===== src/rtl/bdi_decompressor_pkg.sv =====
`default_nettype none
// ============================================================================
//  Module      : bdi_pkg
//  Description : Shared types and constants for the BDI decompressor:
//                tag encoding, line/chunk widths, per-tag base/delta/payload
//                sizes and the decompressor FSM state encoding.
//                The optional fastpath is selected by BDI_DEC_FASTPATH_EN.
//  Revision    : 1.0 - initial release
// ============================================================================
package bdi_pkg;

    localparam int LINE_W  = 256;
    localparam int CHUNK_W = 64;

    typedef enum logic [2:0] {
        TAG_UNC  = 3'd0,
        TAG_B8D1 = 3'd1,
        TAG_B8D2 = 3'd2,
        TAG_B8D4 = 3'd3,
        TAG_B4D1 = 3'd4,
        TAG_B4D2 = 3'd5,
        TAG_B2D1 = 3'd6,
        TAG_ZERO = 3'd7
    } bdi_tag_e;

    // Base / delta widths in bits and total payload sizes per encoding.
    localparam int C_B8D1_BASE_W = 64, C_B8D1_DELTA_W = 8,  C_B8D1_PAY_W = 96;
    localparam int C_B8D2_BASE_W = 64, C_B8D2_DELTA_W = 16, C_B8D2_PAY_W = 128;
    localparam int C_B8D4_BASE_W = 64, C_B8D4_DELTA_W = 32, C_B8D4_PAY_W = 192;
    localparam int C_B4D1_BASE_W = 32, C_B4D1_DELTA_W = 8,  C_B4D1_PAY_W = 96;
    localparam int C_B4D2_BASE_W = 32, C_B4D2_DELTA_W = 16, C_B4D2_PAY_W = 160;
    localparam int C_B2D1_BASE_W = 16, C_B2D1_DELTA_W = 8,  C_B2D1_PAY_W = 144;

    typedef enum logic [1:0] {
        ST_IDLE   = 2'd0,
        ST_EXPAND = 2'd1,
        ST_DONE   = 2'd2
    } bdi_dec_st_e;

endpackage
`default_nettype wire


===== src/rtl/bdi_decompressor_if.sv =====
`default_nettype none
// ============================================================================
//  Module      : bdi_decompressor_if
//  Description : Valid/ready bus carrying compressed lines in and
//                reconstructed lines out of the BDI decompressor.
//                master : line producer / line consumer side
//                slave  : decompressor side
//  Revision    : 1.0 - initial release
// ============================================================================
interface bdi_decompressor_if;
    import bdi_pkg::*;

    logic                in_valid;
    logic                in_ready;
    logic [2:0]          in_tag;
    logic [LINE_W-1:0]   in_payload;
    logic                out_valid;
    logic                out_ready;
    logic [LINE_W-1:0]   out_line;
    logic [2:0]          out_tag;

    modport master (
        output in_valid, in_tag, in_payload, out_ready,
        input  in_ready, out_valid, out_line, out_tag
    );

    modport slave (
        input  in_valid, in_tag, in_payload, out_ready,
        output in_ready, out_valid, out_line, out_tag
    );
endinterface
`default_nettype wire


===== src/rtl/bdi_decompressor_chunk.sv =====
`default_nettype none
// ============================================================================
//  Module      : bdi_dec_chunk
//  Description : Combinational reconstruction of one 64-bit output chunk
//                from a BDI payload.
//  Ports       : tag_i     - encoding of the latched line
//                payload_i - latched compressed payload (LSB aligned)
//                idx_i     - chunk index 0..3
//                chunk_o   - reconstructed 64-bit chunk
//  Revision    : 1.0 - initial release
// ============================================================================
module bdi_dec_chunk
    import bdi_pkg::*;
(
    input  bdi_tag_e             tag_i,
    input  logic [LINE_W-1:0]    payload_i,
    input  logic [1:0]           idx_i,
    output logic [CHUNK_W-1:0]   chunk_o
);

    // Sign-extend the low w bits of d to 64 bits.
    function automatic logic [63:0] sx(input logic [31:0] d, input int w);
        logic [63:0] r;
        for (int k = 0; k < 64; k++) begin
            r[k] = (k < w) ? d[k] : d[w-1];
        end
        return r;
    endfunction

    int w_idx;
    assign w_idx = int'(idx_i);

    // Word i of the line sits in chunk i*B/64; a chunk holds 64/B words.
    always_comb begin
        chunk_o = '0;
        unique case (tag_i)
            TAG_UNC:  chunk_o = payload_i[w_idx*64 +: 64];
            TAG_ZERO: chunk_o = '0;
            TAG_B8D1: chunk_o = payload_i[63:0]
                              + sx(32'(payload_i[64 + 8*w_idx +: 8]), 8);
            TAG_B8D2: chunk_o = payload_i[63:0]
                              + sx(32'(payload_i[64 + 16*w_idx +: 16]), 16);
            TAG_B8D4: chunk_o = payload_i[63:0]
                              + sx(payload_i[64 + 32*w_idx +: 32], 32);
            TAG_B4D1: begin
                for (int j = 0; j < 2; j++) begin
                    chunk_o[32*j +: 32] = payload_i[31:0]
                        + 32'(sx(32'(payload_i[32 + 8*(2*w_idx + j) +: 8]), 8));
                end
            end
            TAG_B4D2: begin
                for (int j = 0; j < 2; j++) begin
                    chunk_o[32*j +: 32] = payload_i[31:0]
                        + 32'(sx(32'(payload_i[32 + 16*(2*w_idx + j) +: 16]), 16));
                end
            end
            TAG_B2D1: begin
                for (int j = 0; j < 4; j++) begin
                    chunk_o[16*j +: 16] = payload_i[15:0]
                        + 16'(sx(32'(payload_i[16 + 8*(4*w_idx + j) +: 8]), 8));
                end
            end
            default:  chunk_o = '0;
        endcase
    end

endmodule
`default_nettype wire


===== src/rtl/bdi_decompressor.sv =====
`default_nettype none
// ============================================================================
//  Module      : bdi_decompressor
//  Description : Sequential Base-Delta-Immediate decompressor. Latches a
//                tagged payload, rebuilds the 256-bit line one 64-bit chunk
//                per cycle, then holds it until the consumer takes it.
//                Optional macro BDI_DEC_FASTPATH_EN: UNC and ZERO lines skip
//                the expand phase and are returned straight from the accept.
//  Ports       : clock   - rising-edge clock
//                reset_n - asynchronous active-low reset
//                bus     - slave side of bdi_decompressor_if (in/out handshakes)
//  Revision    : 1.0 - initial release
// ============================================================================
module bdi_decompressor
    import bdi_pkg::*;
#(
    parameter int LINE_W  = bdi_pkg::LINE_W,
    parameter int CHUNK_W = bdi_pkg::CHUNK_W
)(
    input  logic                    clock,
    input  logic                    reset_n,
    bdi_decompressor_if.slave       bus
);

    bdi_dec_st_e            st_q;
    logic [1:0]             cnt_q;
    bdi_tag_e               tag_q;
    logic [LINE_W-1:0]      payload_q;
    logic [LINE_W-1:0]      line_q;
    logic                   valid_q;
    logic [CHUNK_W-1:0]     chunk_d;

    bdi_dec_chunk u_chunk (
        .tag_i     (tag_q),
        .payload_i (payload_q),
        .idx_i     (cnt_q),
        .chunk_o   (chunk_d)
    );

    always_ff @(posedge clock or negedge reset_n) begin
        if (!reset_n) begin
            st_q      <= ST_IDLE;
            cnt_q     <= 2'd0;
            tag_q     <= TAG_UNC;
            payload_q <= '0;
            line_q    <= '0;
            valid_q   <= 1'b0;
        end else begin
            unique case (st_q)
                ST_IDLE: begin
                    if (bus.in_valid) begin
                        tag_q     <= bdi_tag_e'(bus.in_tag);
                        payload_q <= bus.in_payload;
                        cnt_q     <= 2'd0;
                        line_q    <= '0;
                        st_q      <= ST_EXPAND;
`ifdef BDI_DEC_FASTPATH_EN
                        if (bdi_tag_e'(bus.in_tag) == TAG_UNC) begin
                            line_q  <= bus.in_payload;
                            st_q    <= ST_DONE;
                            valid_q <= 1'b1;
                        end else if (bdi_tag_e'(bus.in_tag) == TAG_ZERO) begin
                            st_q    <= ST_DONE;
                            valid_q <= 1'b1;
                        end
`endif
                    end
                end
                ST_EXPAND: begin
                    line_q[cnt_q*CHUNK_W +: CHUNK_W] <= chunk_d;
                    cnt_q <= cnt_q + 2'd1;
                    // Leave on the last chunk so the counter wrap is never seen.
                    if (cnt_q == 2'd3) begin
                        st_q    <= ST_DONE;
                        valid_q <= 1'b1;
                    end
                end
                ST_DONE: begin
                    if (bus.out_ready) begin
                        st_q    <= ST_IDLE;
                        valid_q <= 1'b0;
                    end
                end
                default: st_q <= ST_IDLE;
            endcase
        end
    end

    assign bus.in_ready  = (st_q == ST_IDLE);
    assign bus.out_valid = valid_q;
    assign bus.out_line  = line_q;
    assign bus.out_tag   = tag_q;

endmodule
`default_nettype wire

===== src/flat_wrapper.sv =====
// flat-port wrapper written by rule: the top's interface ports become plain ports
module bdi_decompressor_flat import bdi_pkg::*;
#(
    parameter int LINE_W  = bdi_pkg::LINE_W,
    parameter int CHUNK_W = bdi_pkg::CHUNK_W
)
  (clock, reset_n, bus_in_valid, bus_in_tag, bus_in_payload, bus_out_ready, bus_in_ready, bus_out_valid, bus_out_line, bus_out_tag);
  bdi_decompressor_if bus_i ();
  input  logic clock;
  input  logic reset_n;
  input wire logic [$bits(bus_i.in_valid)-1:0] bus_in_valid;
  input wire logic [$bits(bus_i.in_tag)-1:0] bus_in_tag;
  input wire logic [$bits(bus_i.in_payload)-1:0] bus_in_payload;
  input wire logic [$bits(bus_i.out_ready)-1:0] bus_out_ready;
  output wire logic [$bits(bus_i.in_ready)-1:0] bus_in_ready;
  output wire logic [$bits(bus_i.out_valid)-1:0] bus_out_valid;
  output wire logic [$bits(bus_i.out_line)-1:0] bus_out_line;
  output wire logic [$bits(bus_i.out_tag)-1:0] bus_out_tag;
  assign bus_i.in_valid = bus_in_valid;
  assign bus_i.in_tag = bus_in_tag;
  assign bus_i.in_payload = bus_in_payload;
  assign bus_i.out_ready = bus_out_ready;
  assign bus_in_ready = bus_i.in_ready;
  assign bus_out_valid = bus_i.out_valid;
  assign bus_out_line = bus_i.out_line;
  assign bus_out_tag = bus_i.out_tag;
  bdi_decompressor #(.LINE_W(LINE_W), .CHUNK_W(CHUNK_W)) u_core (.clock(clock), .reset_n(reset_n), .bus(bus_i));
endmodule

===== config.mk =====
export PLATFORM = sky130hd
export DESIGN_NAME = bdi_decompressor_flat
export DESIGN_NICKNAME = d
export VERILOG_FILES = /design/src/rtl/bdi_decompressor_pkg.sv /design/src/rtl/bdi_decompressor_if.sv /design/src/rtl/bdi_decompressor_chunk.sv /design/src/rtl/bdi_decompressor.sv /design/src/flat_wrapper.sv
export SDC_FILE = /design/constraint.sdc
export NUM_CORES = 2
export LEC_CHECK = 0
export CAP_MARGIN = 20
export CORE_UTILIZATION = 56
export DETAILED_ROUTE_END_ITERATION = 10
export PLACE_DENSITY = 0.82
export SYNTH_ARGS = -nofsm -noshare
export SYNTH_HDL_FRONTEND = slang
export SYNTH_SLANG_ARGS = --single-unit

===== constraint.sdc =====
create_clock -name clock -period 6.5 [get_ports clock]
set_input_delay 1.95 -clock clock [delete_from_list [all_inputs] [get_ports clock]]
set_output_delay 1.95 -clock clock [all_outputs]
set_load 0.05 [all_outputs]

==> flow_summary_export.csv <==
group,metric,value,unit
cts,cts_buffers,52,
worst_setup_path,reg2reg_depth,16,
global_route,grt_overflow,0,
placed_design,port_buffers,523,
cts,cts_tree,"built",
cts,cts_root_buf,"clkbuf_16",
cts,htreeDepth,2,
worst_setup_path,worstPathRequired,7.04,ns
placed_design,gp_congestion,1.10,
timing,finalSetupTns,0,ns
worst_setup_path,r2r-start,"u_core.cnt_q[1]",
synthesis,synth-seq-cells,520,
placed_design,hpwl,118,mm
layout,syn_to_final_growth,23.2,%
timing,setup_viol,0,
synthesis,synth_area_leaders,"dfrtp_1 37%, mux4_2 12%, mux2_2 8.1%",
floorplanning,die_h,253,um
worst_setup_path,r2r_slack,0.58,ns
routing,first_iter_violations,4861,
floorplanning,die_w,253,um
synthesis,ys_types,88,
cts,clkLatencyLatePin,0.62,ns
routing,drc,0,
synthesis,post-synth-top-count-cell,"dfrtp_1",
min_path,hp-class,"reg2reg",
floorplanning,die_area,0.0641,mm^2
worst_setup_path,r2r-end,"u_core.bus.out_line[124]",
synthesis,ys.flop_type,"dfrtp_1",
synthesis,syn_area,0.0353,mm^2
timing,worst_slew_pin_slew,1.23,ns
global_route,grt_pass1_wl,225,mm
cts,postCtsSetupBuffers,0,
worst_setup_path,critPathCapture,"u_core.bus.out_line[124]",
synthesis,synth_edf_count,0,
cts,cts.sinks,520,
worst_setup_path,critPathCaptureType,"flip-flop",
floorplanning,rows,91,
routing,dr.pass1.iters,7,
worst_setup_path,crit_arrival,6.46,ns
routing,wirelength,157,mm
cts,cts.repair.resized,0,
global_route,grt_pass1_vias,32300,
synthesis,yosys_warnings,0,
synthesis,synthArstFlopShare,1.00,
timing,slew_headroom,0.174,
global_route,grt_max_degree,122,
routing,vias,33600,
timing,finalClockSkew,0.0199,ns
floorplanning,initial_utilization,0.570,
cts,cts.path.max_buffers,3,
timing,period_share,0.911,
timing,min_period,5.92,ns
layout,drive_gt1_frac,0.174,
synthesis,postSynthAreaPerCell,10.4,um^2
routing,post_drt_wl_per_cell,33.0,um
layout,layout.nets,4341,
synthesis,synth_top_area_cell,"dfrtp_1",
worst_setup_path,criticalPathCategory,"reg2reg",
global_route,grt_use_total,0.489,
floorplanning,core_area,0.0621,mm^2
timing,max_clock_freq,0.169,GHz
routing,avgViaCountPerCell,7.08,
synthesis,syn-instance-count,3397,
worst_setup_path,cp-startpoint,"u_core.cnt_q[1]",
floorplanning,num_io_pins,524,
routing,postRouteAntennaNets,0,
status,status,"completed",
synthesis,synth_commonest_cells,"520 x dfrtp_1, 390 x nand2_1, 265 x o21ai_0",
layout,fillers,4389,
timing,hold_viol_final,0,
synthesis,synth_seq_area_share,0.368,
timing,slew_viol_final,0,
worst_setup_path,start_kind,"flip-flop",
worst_setup_path,cp_max_fo,53,
synthesis,synth_nets,3870,
flow_run,cap_viol_max_count,0,
global_route,antenna_found_initial,9,
timing,rsz0062_at_grt,"false",
cts,clk_pin_slew,0.07,ns
cts,hold_buffers,0,
min_path,holdPathStages,2,
synthesis,yosysTopAreaCellShare,0.368,
per-layer routing:
layer  share of wire  global-route usage  up-vias
met2            0.43               0.722     2714
met5        0.000089                   0        -
met1            0.37               0.628    16400
met3            0.13               0.156      681
li1                -                   -    13800
met4           0.075               0.291        2
cells by family (layout without fill, tap and decap cells):
logic type,count (synthesis),count (layout),share of synthesized area
AO/OA/AOI/OAI,1002,1002,0.187
AND/OR/NAND/NOR,813,813,0.102
flip-flops,520,520,0.368
multiplexers,448,448,0.201
buffers and inverters,252,764,0.0283
adder cells (fa/ha/maj),210,210,0.0758
XOR/XNOR,152,152,0.0377
other,0,7,0
flip-flops by register name, indices dropped and copies added, names as in the netlist:
name and count:
u_core.bus.out_line 256, u_core.payload_q 256, u_core.bus.out_tag 3, u_core.cnt_q 2, u_core.st_q 2, u_core.bus.out_valid 1
how the worst min path moves through the flow:
stage	startpoint	end	slack, ns
3_3_place_gp	u_core.bus.out_line[164]	u_core.bus.out_line[164]	0.46
2_1_floorplan	u_core.payload_q[192]	u_core.payload_q[192]	0.48
5_1_grt	u_core.bus.out_line[197]	u_core.bus.out_line[197]	0.50
3_5_place_dp	u_core.bus.out_line[62]	u_core.bus.out_line[62]	0.47
4_1_cts	u_core.bus.out_line[197]	u_core.bus.out_line[197]	0.48
6_report	u_core.bus.out_line[57]	u_core.bus.out_line[57]	0.48
final cells by class:
type                            count  area [um^2]  share of cell area
Clock inverter                     27          375             0.00862
Sequential cell                   520        13000               0.299
Tap cell                          837         1050              0.0240
Timing Repair Buffer              625         6120               0.140
Clock buffer                       68         1440              0.0332
Multi-Input combinational cell   2625        21400               0.491
Antenna cell                        7         17.5            0.000402
Inverter                           44          165             0.00379
cells in the final DEF (no fill, tap or decap), drive strengths merged, types with 32 or more instances in the layout:
cell	netlist	layout
a21o	59	59
a21oi	245	245
a22o	113	113
a31oi	32	32
buf	51	103
clkbuf	157	68
clkdlybuf4s50	0	522
dfrtp	520	520
ha	203	203
inv	42	44
mux2	255	255
mux4	184	184
nand2	390	390
nand3	37	37
nand4	37	37
nor2	182	182
nor3	44	44
o21ai	274	274
xnor2	84	84
xor2	68	68
metrics by stage:
| step | utilization | cell area, um^2 | setup slack (ns) | hold slack [ns] | instances |
|---|---|---|---|---|---|
| 3_5_place_dp | 0.672 | 41700 | 0.789 | 0.469 | 4651 |
| 6_report | 0.702 | 43600 | 0.581 | 0.479 | 4753 |
| 3_3_place_gp | 0.672 | 41700 | 0.971 | 0.461 | 4650 |
| 5_1_grt | 0.702 | 43500 | 0.282 | 0.502 | 4748 |
| 4_1_cts | 0.702 | 43500 | 0.735 | 0.484 | 4746 |
| 2_1_floorplan | - | 35300 | 0.687 | 0.475 | 3397 |
critical path, stage by stage (launching register included):
cell and delay, ns:
dfrtp_4 0.64, buf_4 0.63, mux4_2 0.58, nand2_1 0.32
a21boi_0 0.34, buf_4 0.20, inv_1 0.07, ha_1 0.36
and3_1 0.24, a2111oi_0 0.51, o21ai_2 0.19, a31oi_4 0.31
o31ai_1 0.13, a2111oi_2 0.39, a311oi_1 0.12, a311oi_2 0.56
a22o_1 0.25
Power is not shown: default switching activity piles up to over one toggle a cycle in this logic, so the estimate is an artifact.
